$ cat config.mk
export PLATFORM = sky130hd
export DESIGN_NAME = univ_shift_reg
export DESIGN_NICKNAME = d
export VERILOG_FILES = /design/src/rtl/univ_shift_reg.sv
export SDC_FILE = /design/constraint.sdc
export NUM_CORES = 1
export LEC_CHECK = 0
export ABC_CLOCK_PERIOD_IN_PS = 1500
export BUFFER_PORTS_ARGS = -buffer_cell sky130_fd_sc_hd__buf_2
export CAP_MARGIN = 10
export CORE_UTILIZATION = 45
export DETAILED_ROUTE_END_ITERATION = 10
export PLACE_DENSITY = 0.76
export SYNTH_ARGS = -nofsm -noshare
export SYNTH_HDL_FRONTEND = slang
export SYNTH_SLANG_ARGS = --single-unit
export TNS_END_PERCENT = 50
$ cat constraint.sdc
create_clock -name clk -period 1.5 [get_ports clk]
set_input_delay 0.45 -clock clk [delete_from_list [all_inputs] [get_ports clk]]
set_output_delay 0.45 -clock clk [all_outputs]
set_load 0.01 [all_outputs]
$ cat src/rtl/univ_shift_reg.sv
// rtl/univ_shift_reg.sv - universal shift register with per-word shift counter
module univ_shift_reg #(
    parameter int WIDTH = 8,
    parameter int CNT_W = $clog2(WIDTH)
) (
    input  logic             clk,
    input  logic             clr,
    input  logic             en,
    input  logic [1:0]       mode,
    input  logic             sin_msb,
    input  logic             sin_lsb,
    input  logic [WIDTH-1:0] pdin,
    output logic [WIDTH-1:0] pdout,
    output logic             sout_lsb,
    output logic             sout_msb,
    output logic [CNT_W-1:0] bit_cnt,
    output logic             word_done
);

    localparam logic [1:0] MODE_HOLD  = 2'b00;
    localparam logic [1:0] MODE_RIGHT = 2'b01;
    localparam logic [1:0] MODE_LEFT  = 2'b10;
    localparam logic [1:0] MODE_LOAD  = 2'b11;

    // Last count value of a word; the shift that leaves this value closes the word.
    localparam logic [CNT_W-1:0] CNT_LAST = CNT_W'(WIDTH - 1);

    logic [WIDTH-1:0] q;
    logic [CNT_W-1:0] cnt;
    logic             done;

    // Data register: hold, shift in from either end, or parallel load.
    always_ff @(posedge clk or negedge clr) begin
        if (!clr) begin
            q <= '0;
        end else if (en) begin
            case (mode)
                MODE_RIGHT: q <= {sin_msb, q[WIDTH-1:1]};
                MODE_LEFT:  q <= {q[WIDTH-2:0], sin_lsb};
                MODE_LOAD:  q <= pdin;
                default:    q <= q;
            endcase
        end
    end

    // Word counter: counts shift edges in either direction, load restarts the word,
    // and the wrap from the last count produces a single-cycle done pulse.
    always_ff @(posedge clk or negedge clr) begin
        if (!clr) begin
            cnt  <= '0;
            done <= 1'b0;
        end else if (!en) begin
            done <= 1'b0;
        end else begin
            case (mode)
                MODE_RIGHT, MODE_LEFT: begin
                    if (cnt == CNT_LAST) begin
                        cnt  <= '0;
                        done <= 1'b1;
                    end else begin
                        cnt  <= cnt + CNT_W'(1);
                        done <= 1'b0;
                    end
                end
                MODE_LOAD: begin
                    cnt  <= '0;
                    done <= 1'b0;
                end
                MODE_HOLD: begin
                    done <= 1'b0;
                end
                default: begin
                    done <= 1'b0;
                end
            endcase
        end
    end

    // Outputs are plain views of the registered state.
    assign pdout     = q;
    assign sout_lsb  = q[0];
    assign sout_msb  = q[WIDTH-1];
    assign bit_cnt   = cnt;
    assign word_done = done;

endmodule

After elaboration in Yosys (flattened, before gate mapping):

Cells that the tools add are included.

* add/sub/neg operators: 1
* eq/ne operators: 4
* multiplexer cells: 6
* reductions and logical operators: 7

Operators with widths (number)
* 8-bit one-hot mux with 3 select lines: 1
* 3-bit one-hot mux with 2 select lines: 1
* 2-bit == test (second input constant): 2
* 2-bit AND reduction: 2
* 2-bit OR reduction: 2
* 3-bit by 1-bit adder with 3-bit output (second input constant): 1
* 3-bit == test (second input constant): 1
* 3-bit 2-to-1 mux: 1
* 3-bit nonzero test: 1
* 2-bit by 1-bit == test with 1-bit output (second input constant): 1
* 2-bit zero test: 1
* 1-bit 2-to-1 mux: 2
* 1-bit one-hot mux with 2 select lines: 1
* 2-bit nonzero test: 1

* flip-flop bits (word level): 12
* bits of input ports: 15
* output and inout port bits: 14
* logic and storage cells: 21

Longest topological paths before layout:

Gate-level depths: netlist (run 1).

* depth in word-level cells: 4
* gate-level depth with buffers: 6
* depth with buffers taken out: 5

Worst setup path before layout (run 1):

Ideal clock, no wire load.

* kind: input port to flip-flop
* start: input mode[0]
* end: register q[0] (netlist: pdout[0])
* setup time: 0.123 ns
* arrival: 1.188 ns
* data required time: 1.377 ns
* setup slack: 0.188 ns
* stages: 6
* path buffers: 1
* path through: inv_1 -> ha_1 -> buf_2 -> a22o_1 -> a21oi_1 -> o21ai_1

* word-level cells in the longest chain between the ends: 3
* elaborated cells between the ends (all ways): 6
* classes of those cells: eq/ne: 3; mux: 1; reduce/logical: 2

RTL lines
* start, declared: RTL line 9 `input logic [1:0] mode,`
* 2-bit == test / 2-bit by 1-bit == test with 1-bit output (equally long branches): RTL line 37 `case (mode)`
* 3-bit nonzero test (no line)
* 2-bit AND reduction (no line)
* end signal, assigned: RTL line 38 `MODE_RIGHT: q <= {sin_msb, q[WIDTH-1:1]};`
* end signal, assigned: RTL line 39 `MODE_LEFT: q <= {q[WIDTH-2:0], sin_lsb};`
* end signal, assigned: RTL line 40 `MODE_LOAD: q <= pdin;`
* end, declared: RTL line 28 `logic [WIDTH-1:0] q;`

Parallel ways exist; a longest one is shown, timed or not.
A chain may end at the register's enable or synchronous reset.

Worst setup path in the final report (run 1):

* start: register q[6] (netlist: pdout[6])
* end: output pdout[6]

RTL lines
* end, declared: RTL line 13 `output logic [WIDTH-1:0] pdout,`

No word-level cell between the ends.

==> results_dict.tcl, run 1 <==
set metrics [dict create \
    htree_num_levels 1 \
    num-fill-cells 135 \
    postSynthCellCount 68 \
    yosysWarnings 0 \
    detailed_place.area_um2 792 \
    status "finished, final reports clean" \
    synth_area_um2 659 \
    crit_chain "buf_2" \
    hold_buffers 0 \
    dieHeight_um 40.3 \
    worst_setup_skew_after_layout_ps 0.555 \
    antenna_found_initial 0 \
    track_usage_pct 18.1 \
    share_of_synthesized_area_occupied_by_flip_flops_and_latches_pct 45.5 \
    initial_core_util_pct 49.4 \
    worstMarginPinSlew_ps 453 \
    criticalPathCategory "flop to output pin" \
    antenna_cells_inserted 0 \
    fin_crit_sh_pct 85.2 \
    cts_resized 0 \
    cts_tree "yes" \
    port_buffers 28 \
    finalWirelength_um 1260 \
    clock_latency_ps 260 \
    power_per_cell_area_nw_per_um2 1150 \
    clock_path_buffers 2 \
    routed_via_density 5.13 \
    grt_start_max_net_pins 17 \
    io-pin-count 29 \
    tritoncts.num_buffers 3 \
    synth_top_cell_by_area "dfrtp_1" \
    final.setup.worst_slack_ps 222 \
    maxSlewHeadroom_pct 69.8 \
    synth_largest_type_area_fraction_pct 45.5 \
    static-leakage-power_nw 0.449 \
    timing.final.max_slew_violations 0 \
    irDropWorstVdd_uv 607 \
    drc 0 \
    first_pass_iters 4 \
    fin_area_um2 815 \
    worst-path-buf-inv 1 \
    report.final.hold_viol_count 0 \
    place_hpwl_um 978 \
    number_of_cell_rows 13 \
    crit_path_start_kind "flop" \
    post_route_cells_drive_above_1_share_pct 35.8 \
    design.die.area_um2 1620 \
    detailroute.via_count 564 \
    arr_time_crit_path_ps 830 \
    grt_pass1_vias 435 \
    fmax_ghz 0.782 \
    cp.required_ps 1050 \
    finalPower_mw 0.940 \
    drt-wirelength-per-cell_um 11.5 \
    cp_slowest_stage_delay_ps 420 \
    globalRouteOverflowTotal 0 \
    grt_pass1_wl_um 1900 \
    crit_path_end_kind "output pin" \
    placeableCoreArea_um2 1330 \
    clock_edge_transition_at_the_registers_on_the_reported_setup_and_hold_paths_ps 70 \
    drt_first_iter_violations 11 \
    slowest_stage "dfrtp_1" \
    synth.ff_latch_count 12 \
    hp-class "input pin to async pin" \
    finalNonFillerCells 110 \
    mostFrequentLayoutCells "28 x buf_2, 12 x dfrtp_1, 10 x nand2_1, 10 x o21ai_1" \
    area_growth_pct 23.5 \
    cell_total_after_placement 107 \
    buffers_inserted_during_post_cts_setup_optimization 0 \
    number_of_nets_with_antenna_violations_after_detailed_routing 0 \
    die_wd_um 40.3 \
    grt_setup_unrepaired "false" \
    numClockSinks 12 \
    finalSetupViolCount 0 \
    final.min_clock_period_ps 1280 \
    synthDistinctLibCells 15 \
    dp_worst_setup_slack_ps 9.53 \
    setup_tns_ps 0 \
    drv.max_cap_violation_count 0 \
    timing.critical_path.fanout_max 4 \
    nets 117 \
    routabilityCongestion 0.733 \
    ctsRootBufferMaster "clkbuf_4" \
    critical_path.top_delay_family "flip-flops" \
    syn_area_per_cell_um2 9.70 \
    syn-num-nets 88 \
    layout_commonest_cell "buf_2" \
    ys_top_cells_by_area "dfrtp_1 46%, a22o_1 11%, ha_1 9.5%" \
]
## flip-flops by register name (all words and copies together), names as in the netlist
name and flops:
bit_cnt 3, word_done 1, pdout 8
## cell families after synthesis
family	Yosys count	synth area share, %
AOI/OAI and AO/OA	27	25.4
adders and majority gates	5	9.49
buffers and inverters	8	7.40
DFF	12	45.5
and+or+nand+nor	16	12.1
## through the flow
stage	hold WS [ps]	utilization (%)
3_5_place_dp	344	59.4
2_1_floorplan	154	-
3_3_place_gp	341	59.4
4_1_cts	57.6	61.1
5_1_grt	58.8	61.1
6_report	54.5	61.1
## final timing paths
| check | start | slack (ps) | endpoint | cells past startpoint |
|---|---|---|---|---|
| min reg2reg | bit_cnt[1]$_DFFE_PN0P_ | 520 | bit_cnt[1]$_DFFE_PN0P_ | 2 |
| max reg2reg | bit_cnt[0]$_DFFE_PN0P_ | 250 | bit_cnt[0]$_DFFE_PN0P_ | 4 |
| max in group asynchronous | clr | 1230 | pdout[2]$_DFFE_PN0P_ | 1 |
| min | clr | 50 | bit_cnt[1]$_DFFE_PN0P_ | 1 |
| min in group clk | en | 450 | word_done$_DFF_PN0_ | 2 |
| max | pdout[6]$_DFFE_PN0P_ | 220 | pdout[6] | 1 |
## final cells by class
class | instances | area [um^2] | share of cell area (%)
multi-input combinational | 48 | 310 | 38.1
sequential | 12 | 300 | 36.9
timing repair buffer | 30 | 155 | 19.0
clock buffer | 3 | 22.5 | 2.76
tap | 15 | 18.8 | 2.30
inverter | 2 | 7.51 | 0.922
## routing by layer
layer | GRT usage (%) | vias up | part of all wire, % | wire, um
met3 | 3.33 | 2 | 5.4 | 68
met4 | 10.0 | 0 | 0.95 | 12
met5 | 0 | - | 0 | 0
met1 | 27.9 | 247 | 50 | 638
met2 | 22.6 | 19 | 43 | 544
li1 | - | 296 | - | -
## cells in the mapped netlist
| library cell | instances |
|---|---|
| a21oi_1 | 8 |
| a22o_1 | 8 |
| a21o_1 | 1 |
| buf_6 | 1 |
| and3_1 | 1 |
| nand2_1 | 10 |
| nor4_1 | 1 |
| dfrtp_1 | 12 |
| buf_4 | 2 |
| ha_1 | 5 |
| nor2_4 | 1 |
| inv_1 | 2 |
| nand2b_1 | 3 |
| buf_2 | 3 |
| o21ai_1 | 10 |
## power by group
part	switching, mW	internal [mW]	leakage [nW]
clock	0.0949	0.0925	0.0138
combinational	0.156	0.143	0.280
sequential	0.0629	0.391	0.155
(Power assumes the default switching activity.)
==> run 2: changes to the inputs <==
Settings changed: ABC_CLOCK_PERIOD_IN_PS 1500 to 1600, CORE_UTILIZATION 45 to 48, PLACE_DENSITY 0.76 to 0.8, SKIP_CTS_REPAIR_TIMING set to 1, TNS_END_PERCENT 50 to not set.
Clock period 1.5 ns to 1.6 ns, I/O delays scaled along.
==> run 2 against run 1 <==
  * Critical path depth unchanged
  * Sequential power is 5.5% lower
  * Clock skew up 1.6 ps
  * Final cell count stayed put
  * Power increased by 1.3%
  * Largest cell class unchanged
  * Die area is 5.9% lower
==> results_dict.tcl, run 2 (synthesis gave the netlist of run 1 again) <==
set metrics [dict create \
    layout_commonest_cell "buf_2" \
    grt_pass1_wl_um 2160 \
    dieHeight_um 39.1 \
    finalWirelength_um 1370 \
    hp-class "input pin to async pin" \
    design.die.area_um2 1530 \
    largest_reg_flops 8 \
    grt_start_max_net_pins 17 \
    track_usage_pct 22.1 \
    clock_latency_ps 270 \
    maxSlewHeadroom_pct 70.2 \
    antenna_found_initial 0 \
    clock_edge_transition_at_the_registers_on_the_reported_setup_and_hold_paths_ps 80 \
    setup_tns_ps 0 \
    fmax_ghz 0.753 \
    mostFrequentLayoutCells "28 x buf_2, 12 x dfrtp_1, 10 x nand2_1, 10 x o21ai_1" \
    clock_path_buffers 2 \
    detailed_place.area_um2 791 \
    report.final.hold_viol_count 0 \
    crit_path_end_kind "output pin" \
    detailroute.via_count 577 \
    finish.utilization_pct 69.7 \
    place_hpwl_um 1040 \
    crit_chain "buf_2" \
    htree_num_levels 1 \
    drc 0 \
    power_per_cell_area_nw_per_um2 1150 \
    antenna_cells_inserted 0 \
    routed_via_density 5.25 \
    grt_pass1_vias 489 \
    static-leakage-power_nw 0.456 \
    final.min_clock_period_ps 1330 \
    die_wd_um 39.1 \
    tritoncts.num_buffers 3 \
    worst-path-buf-inv 1 \
    fin_worst_hold_slack_ps 78.3 \
    arr_time_crit_path_ps 850 \
    globalRouteOverflowTotal 0 \
    status "finished, final reports clean" \
    slowest_stage "dfrtp_1" \
    routabilityCongestion 0.754 \
    initial_core_util_pct 55.6 \
    first_pass_iters 4 \
    grt_setup_unrepaired "false" \
    number_of_cell_rows 12 \
    area_growth_pct 25.4 \
    nets 117 \
    cp_slowest_stage_delay_ps 420 \
    fin_crit_sh_pct 83.1 \
    cp.required_ps 1120 \
    timing.critical_path.fanout_max 4 \
    ctsRootBufferMaster "clkbuf_4" \
    criticalPathCategory "flop to output pin" \
    io-pin-count 29 \
    post_route_cells_drive_above_1_share_pct 36.5 \
    numClockSinks 12 \
    drt-wirelength-per-cell_um 12.4 \
    port_buffers 28 \
    fin_area_um2 827 \
    worst_setup_skew_after_layout_ps 2.17 \
    crit_path_start_kind "flop" \
    irDropWorstVdd_uv 623 \
    drv.max_cap_violation_count 0 \
    num-fill-cells 110 \
    drt_first_iter_violations 8 \
    worstMarginPinSlew_ps 447 \
    placeableCoreArea_um2 1190 \
    cts_tree "yes" \
    finalSetupViolCount 0 \
    critical_path.top_delay_family "flip-flops" \
    number_of_nets_with_antenna_violations_after_detailed_routing 0 \
    timing.final.max_slew_violations 0 \
]
==> run 2: routing by layer <==
metal / track usage, % / routed length, um
met1: 27.5 / 625
met4: 17.2 / 20
met5: 0 / 0
met2: 33.3 / 657
met3: 3.47 / 62
==> run 2: area by class of cell <==
type                            instances  area, um^2  area share [%]
Clock buffer                            4        36.3            4.39
Inverter                                2        7.51           0.908
Multi-Input combinational cell         48         310            37.5
Sequential cell                        12         300            36.3
Tap cell                               14        17.5            2.12
Timing Repair Buffer                   30         155            18.8
==> run 2: final timing paths <==
kind | slack (ps) | start | endpoint | depth (start not counted)
setup / recovery | 270 | pdout[6]$_DFFE_PN0P_ | pdout[6] | 1
hold / removal | 80 | clr | bit_cnt[0]$_DFFE_PN0P_ | 1
setup reg to reg | 340 | bit_cnt[0]$_DFFE_PN0P_ | bit_cnt[0]$_DFFE_PN0P_ | 4
hold reg to reg | 520 | bit_cnt[1]$_DFFE_PN0P_ | bit_cnt[1]$_DFFE_PN0P_ | 2
max in group asynchronous | 1300 | clr | pdout[1]$_DFFE_PN0P_ | 1
min in group clk | 460 | en | word_done$_DFF_PN0_ | 2
==> run 2: power breakdown <==
group / switching (mW) / internal, mW
logic: 0.150 / 0.134
clock network: 0.101 / 0.138
registers: 0.0622 / 0.367
total: 0.313 / 0.639
==> run 2: through the flow <==
step	worst slack, ps	total power [mW]	cells
2_1_floorplan	258	0.604	68
3_3_place_gp	97.8	0.708	106
3_5_place_dp	61.8	0.725	106
4_1_cts	261	0.967	110
5_1_grt	228	1.03	110
6_report	271	0.952	110
